==> src/rtl/pipe_ctrl_pkg.sv <==
// Shared constants, stall vectors and FSM state type for the pipeline sequencing controller.
package pipe_ctrl_pkg;

  localparam int ADDR_WIDTH = 32;

  localparam logic STOP   = 1'b1;
  localparam logic NOSTOP = 1'b0;

  // Bit 0 is the PC register, bit 5 is WB; a stalled stage also holds everything upstream of it.
  localparam logic [5:0] STALL_NONE = {6{NOSTOP}};
  localparam logic [5:0] STALL_ID   = {NOSTOP, NOSTOP, NOSTOP, STOP, STOP, STOP};
  localparam logic [5:0] STALL_EX   = {NOSTOP, NOSTOP, STOP, STOP, STOP, STOP};
  localparam logic [5:0] STALL_MEM  = {NOSTOP, STOP, STOP, STOP, STOP, STOP};

  typedef enum logic [1:0] {
    RUN    = 2'd0,
    STALL  = 2'd1,
    FLUSH  = 2'd2,
    REFILL = 2'd3
  } state_t;

  function automatic logic [5:0] encode_stall(input logic id, input logic ex, input logic mem);
    logic [5:0] vec;
    vec = STALL_NONE;
    if (mem)     vec = STALL_MEM;
    else if (ex) vec = STALL_EX;
    else if (id) vec = STALL_ID;
    return vec;
  endfunction

endpackage

==> src/rtl/pipe_ctrl_if.sv <==
// Stage-facing signals of the pipeline controller: stall requests, redirect causes and the resulting controls.
interface pipe_ctrl_if import pipe_ctrl_pkg::*; #(
  parameter int ADDR_W = ADDR_WIDTH
);

  logic              stallreq_id_i;
  logic              stallreq_ex_i;
  logic              stallreq_mem_i;
  logic              branch_i;
  logic [ADDR_W-1:0] branch_tgt_i;
  logic              excp_i;
  logic [ADDR_W-1:0] excp_tgt_i;
  logic [5:0]        stall_o;
  logic              flush_o;
  logic              pc_load_o;
  logic [ADDR_W-1:0] new_pc_o;

  modport master (
    output stallreq_id_i, stallreq_ex_i, stallreq_mem_i,
    output branch_i, branch_tgt_i, excp_i, excp_tgt_i,
    input  stall_o, flush_o, pc_load_o, new_pc_o
  );

  modport slave (
    input  stallreq_id_i, stallreq_ex_i, stallreq_mem_i,
    input  branch_i, branch_tgt_i, excp_i, excp_tgt_i,
    output stall_o, flush_o, pc_load_o, new_pc_o
  );

endinterface

==> src/rtl/pipe_ctrl_stall_mon.sv <==
// Stall statistics: saturating total of stalled cycles and a sticky flag for an over-long continuous stall.
module pipe_ctrl_stall_mon #(
  parameter int TIMEOUT = 1024
) (
  input  logic        clk_i,
  input  logic        rst_n_i,
  input  logic        stall_i,
  output logic [31:0] stall_cnt_o,
  output logic        stall_timeout_o
);

  localparam int CW = $clog2(TIMEOUT + 1);
  localparam logic [CW-1:0] CONSEC_MAX  = CW'(TIMEOUT);
  localparam logic [CW-1:0] CONSEC_LAST = CW'(TIMEOUT - 1);

  logic [CW-1:0] consec_q;

  always_ff @(posedge clk_i or negedge rst_n_i) begin
    if (!rst_n_i) begin
      stall_cnt_o <= '0;
    end else if (stall_i && (stall_cnt_o != 32'hFFFF_FFFF)) begin
      stall_cnt_o <= stall_cnt_o + 32'd1;
    end
  end

  // The run length saturates so a very long stall cannot wrap around and look short again.
  always_ff @(posedge clk_i or negedge rst_n_i) begin
    if (!rst_n_i) begin
      consec_q <= '0;
    end else if (!stall_i) begin
      consec_q <= '0;
    end else if (consec_q != CONSEC_MAX) begin
      consec_q <= consec_q + CW'(1);
    end
  end

  always_ff @(posedge clk_i or negedge rst_n_i) begin
    if (!rst_n_i) begin
      stall_timeout_o <= 1'b0;
    end else if (stall_i && (consec_q == CONSEC_LAST)) begin
      stall_timeout_o <= 1'b1;
    end
  end

endmodule

==> src/rtl/pipe_ctrl.sv <==
// Pipeline sequencing controller: merges stage stall requests and sequences branch and exception PC redirects.
module pipe_ctrl import pipe_ctrl_pkg::*; #(
  parameter int ADDR_W     = ADDR_WIDTH,
  parameter int REFILL_CYC = 2,
  parameter int TIMEOUT    = 1024
) (
  input  logic        clk_i,
  input  logic        rst_n_i,
  pipe_ctrl_if.slave  pif,
  output logic [31:0] stall_cnt_o,
  output logic        stall_timeout_o
);

  localparam int RCW = $clog2(REFILL_CYC + 1);
  localparam logic [RCW-1:0] REFILL_LOAD = RCW'(REFILL_CYC);

  state_t            state_q, state_nxt;
  logic              flush_q, flush_nxt;
  logic              load_q, load_nxt;
  logic [ADDR_W-1:0] new_pc_q, new_pc_nxt;
  logic              pend_vld_q, pend_vld_nxt;
  logic [ADDR_W-1:0] pend_tgt_q, pend_tgt_nxt;
  logic [RCW-1:0]    refill_q, refill_nxt;
  logic              any_req;
  logic [5:0]        stall_vec;

  assign any_req = pif.stallreq_id_i | pif.stallreq_ex_i | pif.stallreq_mem_i;

  // The flush cycle clears the stage registers, so holding any of them would defeat it.
  always_comb begin
    stall_vec = encode_stall(pif.stallreq_id_i, pif.stallreq_ex_i, pif.stallreq_mem_i);
    if (!rst_n_i || (state_q == FLUSH)) begin
      stall_vec = STALL_NONE;
    end
  end

  always_ff @(posedge clk_i or negedge rst_n_i) begin
    if (!rst_n_i) begin
      state_q    <= RUN;
      flush_q    <= 1'b0;
      load_q     <= 1'b0;
      new_pc_q   <= '0;
      pend_vld_q <= 1'b0;
      pend_tgt_q <= '0;
      refill_q   <= '0;
    end else begin
      state_q    <= state_nxt;
      flush_q    <= flush_nxt;
      load_q     <= load_nxt;
      new_pc_q   <= new_pc_nxt;
      pend_vld_q <= pend_vld_nxt;
      pend_tgt_q <= pend_tgt_nxt;
      refill_q   <= refill_nxt;
    end
  end

  always_comb begin
    state_nxt    = state_q;
    flush_nxt    = 1'b0;
    load_nxt     = 1'b0;
    new_pc_nxt   = new_pc_q;
    pend_vld_nxt = pend_vld_q;
    pend_tgt_nxt = pend_tgt_q;
    refill_nxt   = refill_q;

    unique case (state_q)
      RUN: begin
        if (pif.excp_i) begin
          state_nxt  = FLUSH;
          flush_nxt  = 1'b1;
          load_nxt   = 1'b1;
          new_pc_nxt = pif.excp_tgt_i;
        end else if (any_req) begin
          state_nxt = STALL;
          if (pif.branch_i) begin
            pend_vld_nxt = 1'b1;
            pend_tgt_nxt = pif.branch_tgt_i;
          end
        end else if (pif.branch_i) begin
          load_nxt   = 1'b1;
          new_pc_nxt = pif.branch_tgt_i;
        end
      end

      STALL: begin
        if (pif.excp_i) begin
          state_nxt    = FLUSH;
          flush_nxt    = 1'b1;
          load_nxt     = 1'b1;
          new_pc_nxt   = pif.excp_tgt_i;
          pend_vld_nxt = 1'b0;
        end else if (any_req) begin
          if (pif.branch_i) begin
            pend_vld_nxt = 1'b1;
            pend_tgt_nxt = pif.branch_tgt_i;
          end
        end else begin
          // A branch resolving in the release cycle is newer than anything parked in pend.
          state_nxt    = RUN;
          pend_vld_nxt = 1'b0;
          if (pif.branch_i) begin
            load_nxt   = 1'b1;
            new_pc_nxt = pif.branch_tgt_i;
          end else if (pend_vld_q) begin
            load_nxt   = 1'b1;
            new_pc_nxt = pend_tgt_q;
          end
        end
      end

      FLUSH: begin
        state_nxt  = REFILL;
        refill_nxt = REFILL_LOAD;
      end

      REFILL: begin
        if (pif.excp_i) begin
          state_nxt  = FLUSH;
          flush_nxt  = 1'b1;
          load_nxt   = 1'b1;
          new_pc_nxt = pif.excp_tgt_i;
        end else if (refill_q <= RCW'(1)) begin
          state_nxt  = RUN;
          refill_nxt = '0;
        end else begin
          refill_nxt = refill_q - RCW'(1);
        end
      end

      default: begin
        state_nxt = RUN;
      end
    endcase
  end

  assign pif.stall_o   = stall_vec;
  assign pif.flush_o   = flush_q;
  assign pif.pc_load_o = load_q;
  assign pif.new_pc_o  = new_pc_q;

  pipe_ctrl_stall_mon #(
    .TIMEOUT (TIMEOUT)
  ) u_stall_mon (
    .clk_i           (clk_i),
    .rst_n_i         (rst_n_i),
    .stall_i         (|stall_vec),
    .stall_cnt_o     (stall_cnt_o),
    .stall_timeout_o (stall_timeout_o)
  );

endmodule
==> src/flat_wrapper.sv <==
// flat-port wrapper written by rule: the top's interface ports become plain ports
module pipe_ctrl_flat import pipe_ctrl_pkg::*;
#(
  parameter int ADDR_W     = ADDR_WIDTH,
  parameter int REFILL_CYC = 2,
  parameter int TIMEOUT    = 1024
)
  (clk_i, rst_n_i, stall_cnt_o, stall_timeout_o, pif_stallreq_id_i, pif_stallreq_ex_i, pif_stallreq_mem_i, pif_branch_i, pif_branch_tgt_i, pif_excp_i, pif_excp_tgt_i, pif_stall_o, pif_flush_o, pif_pc_load_o, pif_new_pc_o);
  pipe_ctrl_if #(.ADDR_W(ADDR_W)) pif_i ();
  input  logic clk_i;
  input  logic rst_n_i;
  output logic [31:0] stall_cnt_o;
  output logic stall_timeout_o;
  input wire logic [$bits(pif_i.stallreq_id_i)-1:0] pif_stallreq_id_i;
  input wire logic [$bits(pif_i.stallreq_ex_i)-1:0] pif_stallreq_ex_i;
  input wire logic [$bits(pif_i.stallreq_mem_i)-1:0] pif_stallreq_mem_i;
  input wire logic [$bits(pif_i.branch_i)-1:0] pif_branch_i;
  input wire logic [$bits(pif_i.branch_tgt_i)-1:0] pif_branch_tgt_i;
  input wire logic [$bits(pif_i.excp_i)-1:0] pif_excp_i;
  input wire logic [$bits(pif_i.excp_tgt_i)-1:0] pif_excp_tgt_i;
  output wire logic [$bits(pif_i.stall_o)-1:0] pif_stall_o;
  output wire logic [$bits(pif_i.flush_o)-1:0] pif_flush_o;
  output wire logic [$bits(pif_i.pc_load_o)-1:0] pif_pc_load_o;
  output wire logic [$bits(pif_i.new_pc_o)-1:0] pif_new_pc_o;
  assign pif_i.stallreq_id_i = pif_stallreq_id_i;
  assign pif_i.stallreq_ex_i = pif_stallreq_ex_i;
  assign pif_i.stallreq_mem_i = pif_stallreq_mem_i;
  assign pif_i.branch_i = pif_branch_i;
  assign pif_i.branch_tgt_i = pif_branch_tgt_i;
  assign pif_i.excp_i = pif_excp_i;
  assign pif_i.excp_tgt_i = pif_excp_tgt_i;
  assign pif_stall_o = pif_i.stall_o;
  assign pif_flush_o = pif_i.flush_o;
  assign pif_pc_load_o = pif_i.pc_load_o;
  assign pif_new_pc_o = pif_i.new_pc_o;
  pipe_ctrl #(.ADDR_W(ADDR_W), .REFILL_CYC(REFILL_CYC), .TIMEOUT(TIMEOUT)) u_core (.clk_i(clk_i), .rst_n_i(rst_n_i), .pif(pif_i), .stall_cnt_o(stall_cnt_o), .stall_timeout_o(stall_timeout_o));
endmodule
==> config.mk <==
export PLATFORM = sky130hd
export DESIGN_NAME = pipe_ctrl_flat
export DESIGN_NICKNAME = d
export VERILOG_FILES = /design/src/rtl/pipe_ctrl_pkg.sv /design/src/rtl/pipe_ctrl_if.sv /design/src/rtl/pipe_ctrl_stall_mon.sv /design/src/rtl/pipe_ctrl.sv /design/src/flat_wrapper.sv
export SDC_FILE = /design/constraint.sdc
export NUM_CORES = 1
export LEC_CHECK = 0
export ABC_AREA = 1
export ABC_CLOCK_PERIOD_IN_PS = 1800
export CORE_MARGIN = 2
export CORE_UTILIZATION = 50
export CTS_CLUSTER_DIAMETER = 120
export DETAILED_ROUTE_END_ITERATION = 8
export PLACE_DENSITY_LB_ADDON = 0.1
export SETUP_SLACK_MARGIN = 0.3
export SLEW_MARGIN = 15
export SYNTH_ARGS = -nofsm -noshare
export SYNTH_HDL_FRONTEND = slang
export SYNTH_SLANG_ARGS = --single-unit
==> constraint.sdc <==
create_clock -name clk_i -period 1.8 [get_ports clk_i]
set_input_delay 0.45 -clock clk_i [delete_from_list [all_inputs] [get_ports clk_i]]
set_output_delay 0.45 -clock clk_i [all_outputs]
set_load 0.02 [all_outputs]
==> qor.txt <==
Status -> completed
Vias in the first global route -> 6306
Final ANT Viol Nets -> 0
Post-synthesis sequential area ratio -> 46.04%
CP max stage cell -> dfrtp_2
Beginning of the critical path -> u_core.u_stall_mon.stall_cnt_o[1]
VDD IR-drop max -> 0.001091 V
Critical path class -> reg -> reg
Vias per cell -> 5.622
Achievable frequency -> 590.7 MHz
Clock tree buffer depth -> 2
Core footprint -> 12110 um^2
Setup slack, reg-to-reg -> 0.11 ns
Starting DRC count in detailed routing -> 721
Mapped Area -> 6251 um^2
P_leak -> 5.277 nW
Setup TNS -> 0 ns
Detailed-route wire length -> 24250 um
Clk slew on worst S/H paths -> 0.05 ns
CTS tree -> done
Clock Sinks -> 115
Yosys top cell area share -> 46.04%
Pins Over Slew Limit -> 0
Critical Path Sink -> u_core.u_stall_mon.stall_cnt_o[0]
Drt wl/cell -> 18.61 um
RSZ-0062 raised after global routing -> yes
Initial DRT Pass Iterations -> 7
Worst R2R Path Depth -> 11
GPL Wtd Cong -> 0.8856
Worst setup EP type -> register
Tightest Pin Transition -> 0.5199 ns
I/O Pins -> 144
Leading area contributor after synthesis -> dfrtp_1
Share of post-route cells with drive strength above 1 -> 37.00%
DRC -> 0
Critical R2R Capture -> u_core.u_stall_mon.stall_cnt_o[0]
Post-Syn Instances -> 860
Final nets -> 1198
Crit path top cell by count -> nand2_4
Post-synthesis cell type count -> 34
Area grow syn2layout -> 65.47%
Initial antenna violation count -> 0
Initial core utilization -> 51.61%
Clk_lat worst skew -> 0.42 ns
# diodes -> 0
Post-layout min period -> 1.693 ns
Via count -> 7325
Clock buffer count from CTS -> 17
Largest net degree at the start of global routing -> 40
Rel. slew slack -> 65.34%
GRT overflow -> 0
Power per Cell Area -> 1273 nW/um^2
Dpl hpwl -> 11790 um
WP depth -> 11
Fin crit share -> 94.05%
Final hold vios -> 0
Pwr Total -> 13.16 mW
Hold/Removal Path Class -> in -> async
YS warnings -> 0
Final Setup Violations -> 0
Worst setup SP type -> register
H-tree levels -> 4
Worst Skew -> 0.007064 ns
Arr. time, crit path -> 2.00 ns
# hold bufs at CTS -> 0
Total GRT Usage -> 29.97%
WP data required -> 2.11 ns
Launch point of the worst reg-to-reg path -> u_core.u_stall_mon.stall_cnt_o[1]
CP max stage delay -> 0.42 ns
CP cell instances -> ha_4 > inv_2 > nor2_4 > nand2_4 > nor2_8 > nand2_4 > nand2_8 > clkinv_8 > clkbuf_16 > nand2_4 > nand2_2
Die Span Y -> 115.8 um
Worst Path Max Fanout -> 7
First-pass GRT wire length -> 30810 um
Delay-heaviest family, CP -> simple AND/OR/NAND/NOR gates
Row count -> 40
Synth area leaders -> dfrtp_1, nand2_1, nand3_1
I/O Buffers -> 142
Mapped Nets -> 934
Synth Register Bits -> 115
Max-cap violations -> 0
Post-synthesis area per instance -> 7.269 um^2
Die ar. -> 13410 um^2
Die W -> 115.8 um
Clock tree root buffer cell -> clkbuf_16
Worst path bufs/invs -> 3
## final cells by class
class,instances,area (um^2)
flip-flops and latches,115,2897
well taps,168,210.2
multi-input cells,631,3513
repair buffers,281,2816
inverters,78,317.8
clock inverters,4,70.07
fillers,660,1768
clock buffers,26,519.2
## sequential cells by signal, summed over array words and instances (netlist names), named ones only
name / flops
u_core.pif.flush_o: 1
u_core.pif.pc_load_o: 1
u_core.u_stall_mon.stall_cnt_o: 32
u_core.pend_vld_q: 1
u_core.refill_q: 2
u_core.state_q: 1
u_core.u_stall_mon.consec_q: 11
u_core.pend_tgt_q: 32
u_core.pif.new_pc_o: 32
u_core.u_stall_mon.stall_timeout_o: 1
## per-stage QoR
step | setup slack, ns | instances | hold WS [ns] | util, % | cell area [um^2]
final | 0.1072 | 1303 | 0.09628 | 85.40 | 10340
after detailed placement | -0.5225 | 1190 | 0.4541 | 68.35 | 8278
after floorplan | 0.2377 | 860 | 0.1544 | - | 6344
after global placement | -0.5052 | 1190 | 0.4470 | 68.35 | 8278
after global routing | 0.02685 | 1303 | 0.1168 | 85.40 | 10340
after CTS | 0.1038 | 1270 | 0.09617 | 77.62 | 9402
## cell families after synthesis
family | Yosys count | synth area share, %
simple gates | 540 | 36.59
flops | 115 | 46.04
buf+inv | 114 | 7.806
compound gates | 73 | 6.946
xor+xnor | 14 | 1.962
fa+ha+maj | 3 | 0.6005
other cells | 1 | 0.05999
## cells in the mapped netlist
| master | number |
|---|---|
| clkbuf_1 | 8 |
| nor2_1 | 67 |
| nor2_4 | 2 |
| nand3_1 | 82 |
| nor3b_1 | 1 |
| buf_1 | 2 |
| dfrtp_1 | 115 |
| nand3_2 | 2 |
| buf_4 | 6 |
| nand2_2 | 6 |
| o21ai_0 | 23 |
| a31oi_1 | 3 |
| inv_1 | 71 |
| buf_2 | 18 |
| nor4_1 | 1 |
| nand3b_1 | 2 |
| nor3_4 | 1 |
| xor2_1 | 8 |
| nor3_1 | 4 |
| buf_6 | 2 |
| nand4_1 | 14 |
| inv_2 | 6 |
| clkinv_1 | 1 |
| conb_1 | 1 |
| xnor2_1 | 6 |
| nor2_2 | 4 |
| o211ai_1 | 25 |
| a21oi_1 | 9 |
| a21boi_0 | 1 |
| o21ai_1 | 12 |
| nand2_1 | 350 |
| ha_1 | 3 |
| nand2_4 | 3 |
| nor2_8 | 1 |
## report_power, final
| group | switching (mW) | internal, mW |
|---|---|---|
| Clock | 1.16 | 2.24 |
| Sequential | 0.643 | 3.40 |
| Combinational | 3.14 | 2.57 |
| Total | 4.95 | 8.21 |
## how the worst min path moves through the flow
stage,start,to,slack [ns],depth (start not counted)
after floorplan,rst_n_i,async pin,0.15,0
after global placement,u_core.u_stall_mon.stall_timeout_o,u_core.u_stall_mon.stall_timeout_o,0.45,2
after detailed placement,u_core.u_stall_mon.stall_timeout_o,u_core.u_stall_mon.stall_timeout_o,0.45,2
after CTS,rst_n_i,u_core.pif.new_pc_o[8],0.1,2
after global routing,rst_n_i,u_core.pif.new_pc_o[8],0.12,2
final,rst_n_i,u_core.pif.new_pc_o[9],0.1,2
## repair_timing
item,CTS,global route
buffers inserted,43,24
setup endpoints to repair,165,113
cloned,7,9
gates resized for setup,386,177
pin swaps,43,95
## worst reg2reg max path: cells and delay by family, from the launching register on
family	cells	cell delay [ns]
and+or+nand+nor	7	0.69
DFF	1	0.42
buffers and inverters	3	0.33
adders and majority gates	1	0.16
## per-layer routing
metal	wire, um	part of all wire (%)	vias up	global-route usage [%]
li1	-	-	3261	-
met1	8665	36	3468	36.65
met2	12080	50	456	49.63
met3	2187	9.0	140	8.525
met4	1316	5.4	0	13.25
met5	0	0	-	0
## cell usage in the layout, fill, tap and decap left out, types with 10 or more instances in the layout
cell type and count:
buf_12 16, buf_6 38, dfrtp_1 100, buf_4 82, nor2_4 10, inv_1 68, nand3_2 33, o21ai_1 18
clkdlybuf4s50_1 65, clkbuf_16 26, nand2_2 52, o211ai_1 25, nand4_1 14, nor2_1 43, nor2_2 20, nand3_1 48
nand2_1 283, o21ai_0 15, buf_2 54, nand2_4 23, dfrtp_2 15
Power figures use the tool's default switching activity.
